--- src/rtl/sar_ctrl.sv ---
`default_nettype none
// ============================================================================
// Module      : sar_ctrl
// Description : Successive-approximation register controller. Holds the
//               track/hold switch in track for SAMPLE_CYCLES cycles, then
//               resolves one DAC bit per clock from MSB to LSB using the
//               comparator decision. It publishes the final code on RESULT
//               with a one-cycle EOC pulse.
// Ports       : C      - clock, rising-edge active
//               R      - synchronous active-high reset
//               START  - conversion request (IDLE / DONE only)
//               CMP    - comparator decision, 1 = Vin >= DAC
//               SAMPLE - track/hold control, 1 = track
//               DAC    - trial code to the DAC
//               RESULT - last completed conversion code
//               EOC    - end-of-conversion pulse (one cycle)
//               BUSY   - conversion in progress
// Revision    : 1.0 - initial release
// ============================================================================
module sar_ctrl #(
  parameter int N             = 8,
  parameter int SAMPLE_CYCLES = 2
) (
  input  logic         C,
  input  logic         R,
  input  logic         START,
  input  logic         CMP,
  output logic         SAMPLE,
  output logic [N-1:0] DAC,
  output logic [N-1:0] RESULT,
  output logic         EOC,
  output logic         BUSY
);

  localparam int IW = (N > 1) ? $clog2(N) : 1;

  typedef enum logic [1:0] {
    IDLE = 2'd0,
    SMP  = 2'd1,
    CONV = 2'd2,
    DONE = 2'd3
  } state_t;

  state_t        state;
  logic [3:0]    cnt;
  logic [IW-1:0] idx;
  logic [N-1:0]  next_code;

  // Trial update for the current bit: keep or clear bit[idx] from the
  // comparator, then arm the next lower bit. CMP only reaches state through
  // this path in CONV, so an unknown comparator elsewhere cannot leak out.
  always_comb begin
    next_code      = DAC;
    next_code[idx] = CMP;
    if (idx != '0) begin
      next_code[idx - 1'b1] = 1'b1;
    end
  end

  always_ff @(posedge C) begin
    if (R) begin
      state  <= IDLE;
      cnt    <= '0;
      idx    <= '0;
      SAMPLE <= 1'b0;
      DAC    <= '0;
      RESULT <= '0;
      EOC    <= 1'b0;
      BUSY   <= 1'b0;
    end else begin
      EOC <= 1'b0;
      case (state)
        IDLE: begin
          if (START) begin
            state  <= SMP;
            SAMPLE <= 1'b1;
            BUSY   <= 1'b1;
            cnt    <= '0;
            DAC    <= '0;
          end
        end

        SMP: begin
          if (cnt == 4'(SAMPLE_CYCLES - 1)) begin
            state      <= CONV;
            SAMPLE     <= 1'b0;
            DAC        <= '0;
            DAC[N-1]   <= 1'b1;
            idx        <= IW'(N - 1);
          end else begin
            cnt <= cnt + 4'd1;
          end
        end

        CONV: begin
          DAC <= next_code;
          if (idx != '0) begin
            idx <= idx - 1'b1;
          end else begin
            state  <= DONE;
            RESULT <= next_code;
            EOC    <= 1'b1;
            BUSY   <= 1'b0;
          end
        end

        DONE: begin
          // Back-to-back request skips IDLE entirely.
          if (START) begin
            state  <= SMP;
            SAMPLE <= 1'b1;
            BUSY   <= 1'b1;
            cnt    <= '0;
            DAC    <= '0;
          end else begin
            state <= IDLE;
          end
        end

        default: begin
          state <= IDLE;
        end
      endcase
    end
  end

endmodule
`default_nettype wire

--- config.mk ---
export PLATFORM = sky130hd
export DESIGN_NAME = sar_ctrl
export DESIGN_NICKNAME = d
export VERILOG_FILES = /design/src/rtl/sar_ctrl.sv
export SDC_FILE = /design/constraint.sdc
export NUM_CORES = 1
export LEC_CHECK = 0
export CORE_ASPECT_RATIO = 0.9
export CORE_UTILIZATION = 45
export DETAILED_ROUTE_END_ITERATION = 10
export DONT_BUFFER_PORTS = 1
export PLACE_DENSITY = 0.61
export SKIP_LAST_GASP = 1
export SLEW_MARGIN = 10
export SYNTH_ARGS = -nofsm -noshare
export SYNTH_HDL_FRONTEND = slang
export SYNTH_SLANG_ARGS = --single-unit
--- constraint.sdc ---
create_clock -name C -period 3.25 [get_ports C]
set_input_delay 0.65 -clock C [delete_from_list [all_inputs] [get_ports C]]
set_output_delay 0.65 -clock C [all_outputs]
set_load 0.02 [all_outputs]
[After elaboration in Yosys (flattened, before gate mapping)]
Index checks and enable logic that the tools add are counted.
Widths: inputs -> output; s select.
Word-level totals
  register bits: 28
  input port bits: 4
  output and inout bits: 19
  logic and storage cells: 69
Cells by class
  $add $sub $neg: 2
  order comparisons: 4
  eq/ne operators: 10
  mux-type cells: 26
  bitwise logic cells: 3
  reductions and logical operators: 16
Operator list (number)
  $mux 8: 3
  $pmux 8 s3: 1
  $reduce_and 3->1: 5
  $ne 2x2->1 const B: 5
  $bwmux 8: 1
  $lt 3x4->1 const B: 2
  $mux 4: 2
  $or 8x8->8: 1
  $pmux 2 s4: 1
  $pmux 4 s2: 1
  $mux 1: 7
  $demux 1 s3: 2
  $ge 3x1->1 const B: 2
  $mux 2: 3
  $mux 3: 2
  $pmux 3 s2: 1
  $reduce_bool 2->1: 3
  $add 4x1->4 const B: 1
  $eq 2x2->1 const B: 2
  $eq 4x1->1 const B: 1
  $pmux 1 s2: 2
  $reduce_and 2->1: 2
  $reduce_or 2->1: 2
  $reduce_bool 3->1: 1
  other kinds (6): 8

[Logic depth before layout (Yosys ltp)]
  depth after elaboration: 8
  depth in mapped cells: 8
  mapped depth without buffers: 6

[Worst setup path before layout]
No wires, ideal clock.
  path type: reg2reg
  start: register idx[0]
  end: register DAC[7]
  library setup time: 91 ps
  arrival time: 1905 ps
  data required time: 3159 ps
  setup slack: 1254 ps
  stages on the path, launching flop included: 8
  path buffers: 1
  period minus slack after synthesis: 1996 ps
  cells stage by stage: dfxtp_1 clkbuf_1 inv_1 ha_1 or3b_2 a21boi_1 o221ai_1 a311oi_1
Between the ends
  longest elaborated chain between the ends: 8
  elaborated cells on any way between the ends: 16
  those cells by class: add/sub (1); order compare (4); mux (7); bitwise (1); reduce/logical (3)
RTL lines
  start: declaration: RTL line 46  | logic [IW-1:0] idx;
  start signal: assignment: RTL line 89  | idx <= IW'(N - 1);
  start signal: assignment: RTL line 98  | idx <= idx - 1'b1;
  $sub 3x1->3, or another cell as far along: RTL line 56  | next_code[idx - 1'b1] = 1'b1;
  $lt 3x4->1 (implied by the code), or another cell as far along: RTL line 56
  $logic_and 1x1->1 (implied by the code) or $mux 1 (tied branches): RTL line 56, 54
  $mux 1 (implied by the code) or $demux 1 s3 (tied branches): RTL line 56, 54
  $demux 1 s3 or $bwmux 8 (tied branches): RTL line 56, 54
  $or 8x8->8 (no source line)
  $mux 8 *: RTL line 55  | if (idx != '0) begin
  $pmux 8 s3 *: RTL line 72  | case (state)
  end signal: assignment: RTL line 96  | DAC <= next_code;
  end: declaration: RTL line 29  | output logic [N-1:0] DAC,
Every way passes the cells marked *; elsewhere a longest branch is shown, timed or not.
A chain may end at the register's enable or synchronous reset.

[Worst setup path after layout]
  start: register idx[0]
  end: register idx[2]
Between the ends
  longest elaborated chain between the ends: 3
  elaborated cells on any way between the ends: 6
  those cells by class: add/sub (1); eq/ne (1); mux (2); reduce/logical (2)
RTL lines (RTL line)
  $sub 3x1->3 or $reduce_bool 3->1 (tied branches): 98, 97
  $mux 3 or $ne 2x2->1 (tied branches)
  $pmux 3 s2 or $reduce_and 3->1 (tied branches)
Several ways; a longest one is shown, not always the timed one. The select of a mux whose other input is x is not followed.

==> flow_metrics.tcl <==
set metrics [dict create \
    status "finished clean" \
    rsz_0062_raised_after_global_routing "false" \
    clock_sink_count 28 \
    min-delay-start "R" \
    skew_final_ns 0.00274 \
    route.detailed.wl_per_inst_um 16.0 \
    startpoint_type "flop" \
    via_per_inst 6.15 \
    finalNetCount 200 \
    clock_input_transition_at_the_sequential_cells_of_the_worst_setup_and_hold_paths_ns 0.10 \
    layout_worst_path_cycle_share_pct 75.8 \
    grt_usage_pct 20.1 \
    antenna_cells_inserted 0 \
    initial_antenna_violation_count 0 \
    hold_viol 0 \
    max_slew.worst_pin.slew_ns 0.607 \
    drt_iter0_markers 101 \
    syn-cell-area_um2 1580 \
    power_switching_share_pct 45.4 \
    synth_async_sr_flop_share_pct 0 \
    avgSynthCellArea_um2 8.29 \
    finalWeightedCongestion 0.954 \
    r2r.worst_path.cells 6 \
    coreArea_um2 3380 \
    drc_errors 0 \
    worst-r2r-setup-slack_ns 0.79 \
    min-delay-path-class "in2reg" \
    wire_length_reported_by_the_detailed_router_um 3670 \
    area_growth_pct 5.38 \
    top_usage_layer_grt "met2" \
    final_period_minus_worst_setup_slack_ns 2.46 \
    worstSetupPathType "reg2reg" \
    p_clk_share_pct 17.5 \
    global_route.usage.met3_pct 2.76 \
    post_cts_hold_buffer_count 0 \
    finalInstanceArea_um2 1670 \
    tritoncts.num_buffers 3 \
    post_synth_inst_count 191 \
    whs_path_depth 1 \
    grt-ovfl-total 0 \
    number_of_gates_resized_after_cts 0 \
    dieWidth_um 64.5 \
    setup_total_negative_slack_ns 0 \
    cts_post_setup_buffers_inserted 0 \
    timing.critical_path.to_type "flop" \
    wire_length_of_the_first_global_routing_pass_um 5870 \
    grt_start_max_net_pins 30 \
    placedInstanceArea_um2 1600 \
    drt_first_pass_iters 4 \
    max_slew_margin_pct 59.5 \
    cts_htree_levels 1 \
    antenna_violation_net_count_after_detailed_routing 0 \
    tritoncts_clock_tree "built" \
    numPortBuffers 0 \
    place_hpwl_um 2610 \
    p_leak_nw 0.617 \
    cts_root_buf "clkbuf_8" \
    synth.ff_latch_count 28 \
    share_seq_of_total_power_pct 35.2 \
    max-clock-path-buffers 2 \
    initial_core_util_pct 46.9 \
    p_int_mw 0.882 \
    rows 20 \
    vdd.ir_drop.worst_uv 567 \
    critical_path.reg2reg.startpoint "idx[0]$_SDFFE_PP0P_" \
    switching_power_mw 0.732 \
    synth.lib_cells_used.distinct 45 \
    die_height_um 58.3 \
    whs_endpoint "RESULT[5]$_SDFFE_PP0P_" \
    maxCapViolCount 0 \
    clock_latency_ns 0.29 \
    critPathArrivalTime_ns 2.67 \
    setup_violations 0 \
    pwr_density_cell_nw_per_um2 968 \
    edff_count_synth 0 \
    number_of_global_route_vias_before_repair 1252 \
    grtUsageMet2_pct 31.0 \
    design.die.area_um2 3760 \
    worstPathRequired_ns 3.45 \
    drive_gt1_share_pct 5.41 \
    synth.yosys.warnings 0 \
    synth_top_flop_cell "dfxtp_1" \
    syn-num-nets 205 \
    path_max_fanout 18 \
    drv_slew 0 \
    comb_power_share_pct 47.3 \
    use_met1_pct 28.0 \
    ios 23 \
    detailroute.via_count 1408 \
    max_freq_mhz 406 \
    crit-reg2reg-capture "idx[2]$_SDFFE_PP0P_" \
    synth_sequential_area_ratio_pct 35.4 \
]
per-layer routing:
layer / wire, µm / vias to the layer above
met3: 243 / 5
met5: 0 / -
met1: 1740 / 660
li1: - / 693
met2: 1630 / 50
met4: 58 / 0
worst max-delay path by stage:
stage,startpoint,to,cells after the start
floorplan,idx[0]$_SDFFE_PP0P_,DAC[7]$_SDFFE_PP0P_,7
global placement,idx[0]$_SDFFE_PP0P_,idx[2]$_SDFFE_PP0P_,6
detailed placement,idx[0]$_SDFFE_PP0P_,idx[2]$_SDFFE_PP0P_,6
CTS,idx[0]$_SDFFE_PP0P_,idx[2]$_SDFFE_PP0P_,6
global route,idx[0]$_SDFFE_PP0P_,idx[2]$_SDFFE_PP0P_,6
finish,idx[0]$_SDFFE_PP0P_,idx[2]$_SDFFE_PP0P_,6
cells in the mapped netlist, types with 4 or more instances:
master    number  area share (%)
dfxtp_1       28              35
nor2_1        23             5.5
a21oi_1       15             4.7
inv_1         12             2.8
nand2_1       12             2.8
ha_1          10             7.9
nand2b_1       8             3.2
a211oi_1       7             3.3
clkbuf_1       7             1.7
nor3_1         6             1.9
a32o_1         4             2.5
nand3b_1       4             1.9
or3_1          4             1.6
layout make-up:
type                            count  area [µm²]
Multi-Input combinational cell    141         936
Tap cell                           44        55.1
Clock inverter                      1        30.0
Sequential cell                    28         561
Inverter                           12        45.0
Clock buffer                        3        41.3
Fill cell                         315        1710
per-stage QoR:
step | worst slack [ns] | util [%] | hold slack, ns | cells | power, mW
after floorplan | 1.25 | - | 0.476 | 191 | 1.17
after global placement | 0.999 | 47.3 | 0.499 | 225 | 1.30
after detailed placement | 0.875 | 47.3 | 0.514 | 225 | 1.32
after CTS | 0.828 | 49.4 | 0.414 | 229 | 1.60
after global routing | 0.516 | 49.4 | 0.411 | 229 | 1.72
final | 0.785 | 49.4 | 0.421 | 229 | 1.61
power groups by stage:
stage / Combinational (mW) / Sequential, mW / Clock (mW)
5_1_grt: 0.846 / 0.581 / 0.294
4_1_cts: 0.751 / 0.566 / 0.288
3_5_place_dp: 0.744 / 0.574 / 0
6_report: 0.763 / 0.568 / 0.283
2_1_floorplan: 0.654 / 0.515 / 0
3_3_place_gp: 0.729 / 0.569 / 0
cells in the final DEF (no fill, tap or decap), drive strengths merged, types with 4 or more instances in the layout:
cell,instances
a21oi,15
nor3,7
ha,10
nand2,12
nand3b,4
or3,5
inv,12
nor2,23
a32o,4
a211oi,7
nand2b,8
dfxtp,28
registers in the layout, indices dropped and copies added, names as in the netlist:
register / count
SAMPLE: 1
state: 2
BUSY: 1
RESULT: 8
EOC: 1
cnt: 4
DAC: 8
idx: 3
critical path, stage by stage, from the launching register on:
cell	delay [ns]
dfxtp_1	0.68
inv_1	0.22
ha_1	0.30
and3b_1	0.31
a211oi_1	0.44
o21ai_0	0.17
a211oi_1	0.27
cells by family after synthesis:
group	synth area share [%]
fa+ha+maj	7.91
flops	35.4
buf+inv	5.45
simple gates	23.8
compound gates	25.5
mux	1.90
Note: power is estimated with default switching activity, not from simulation.
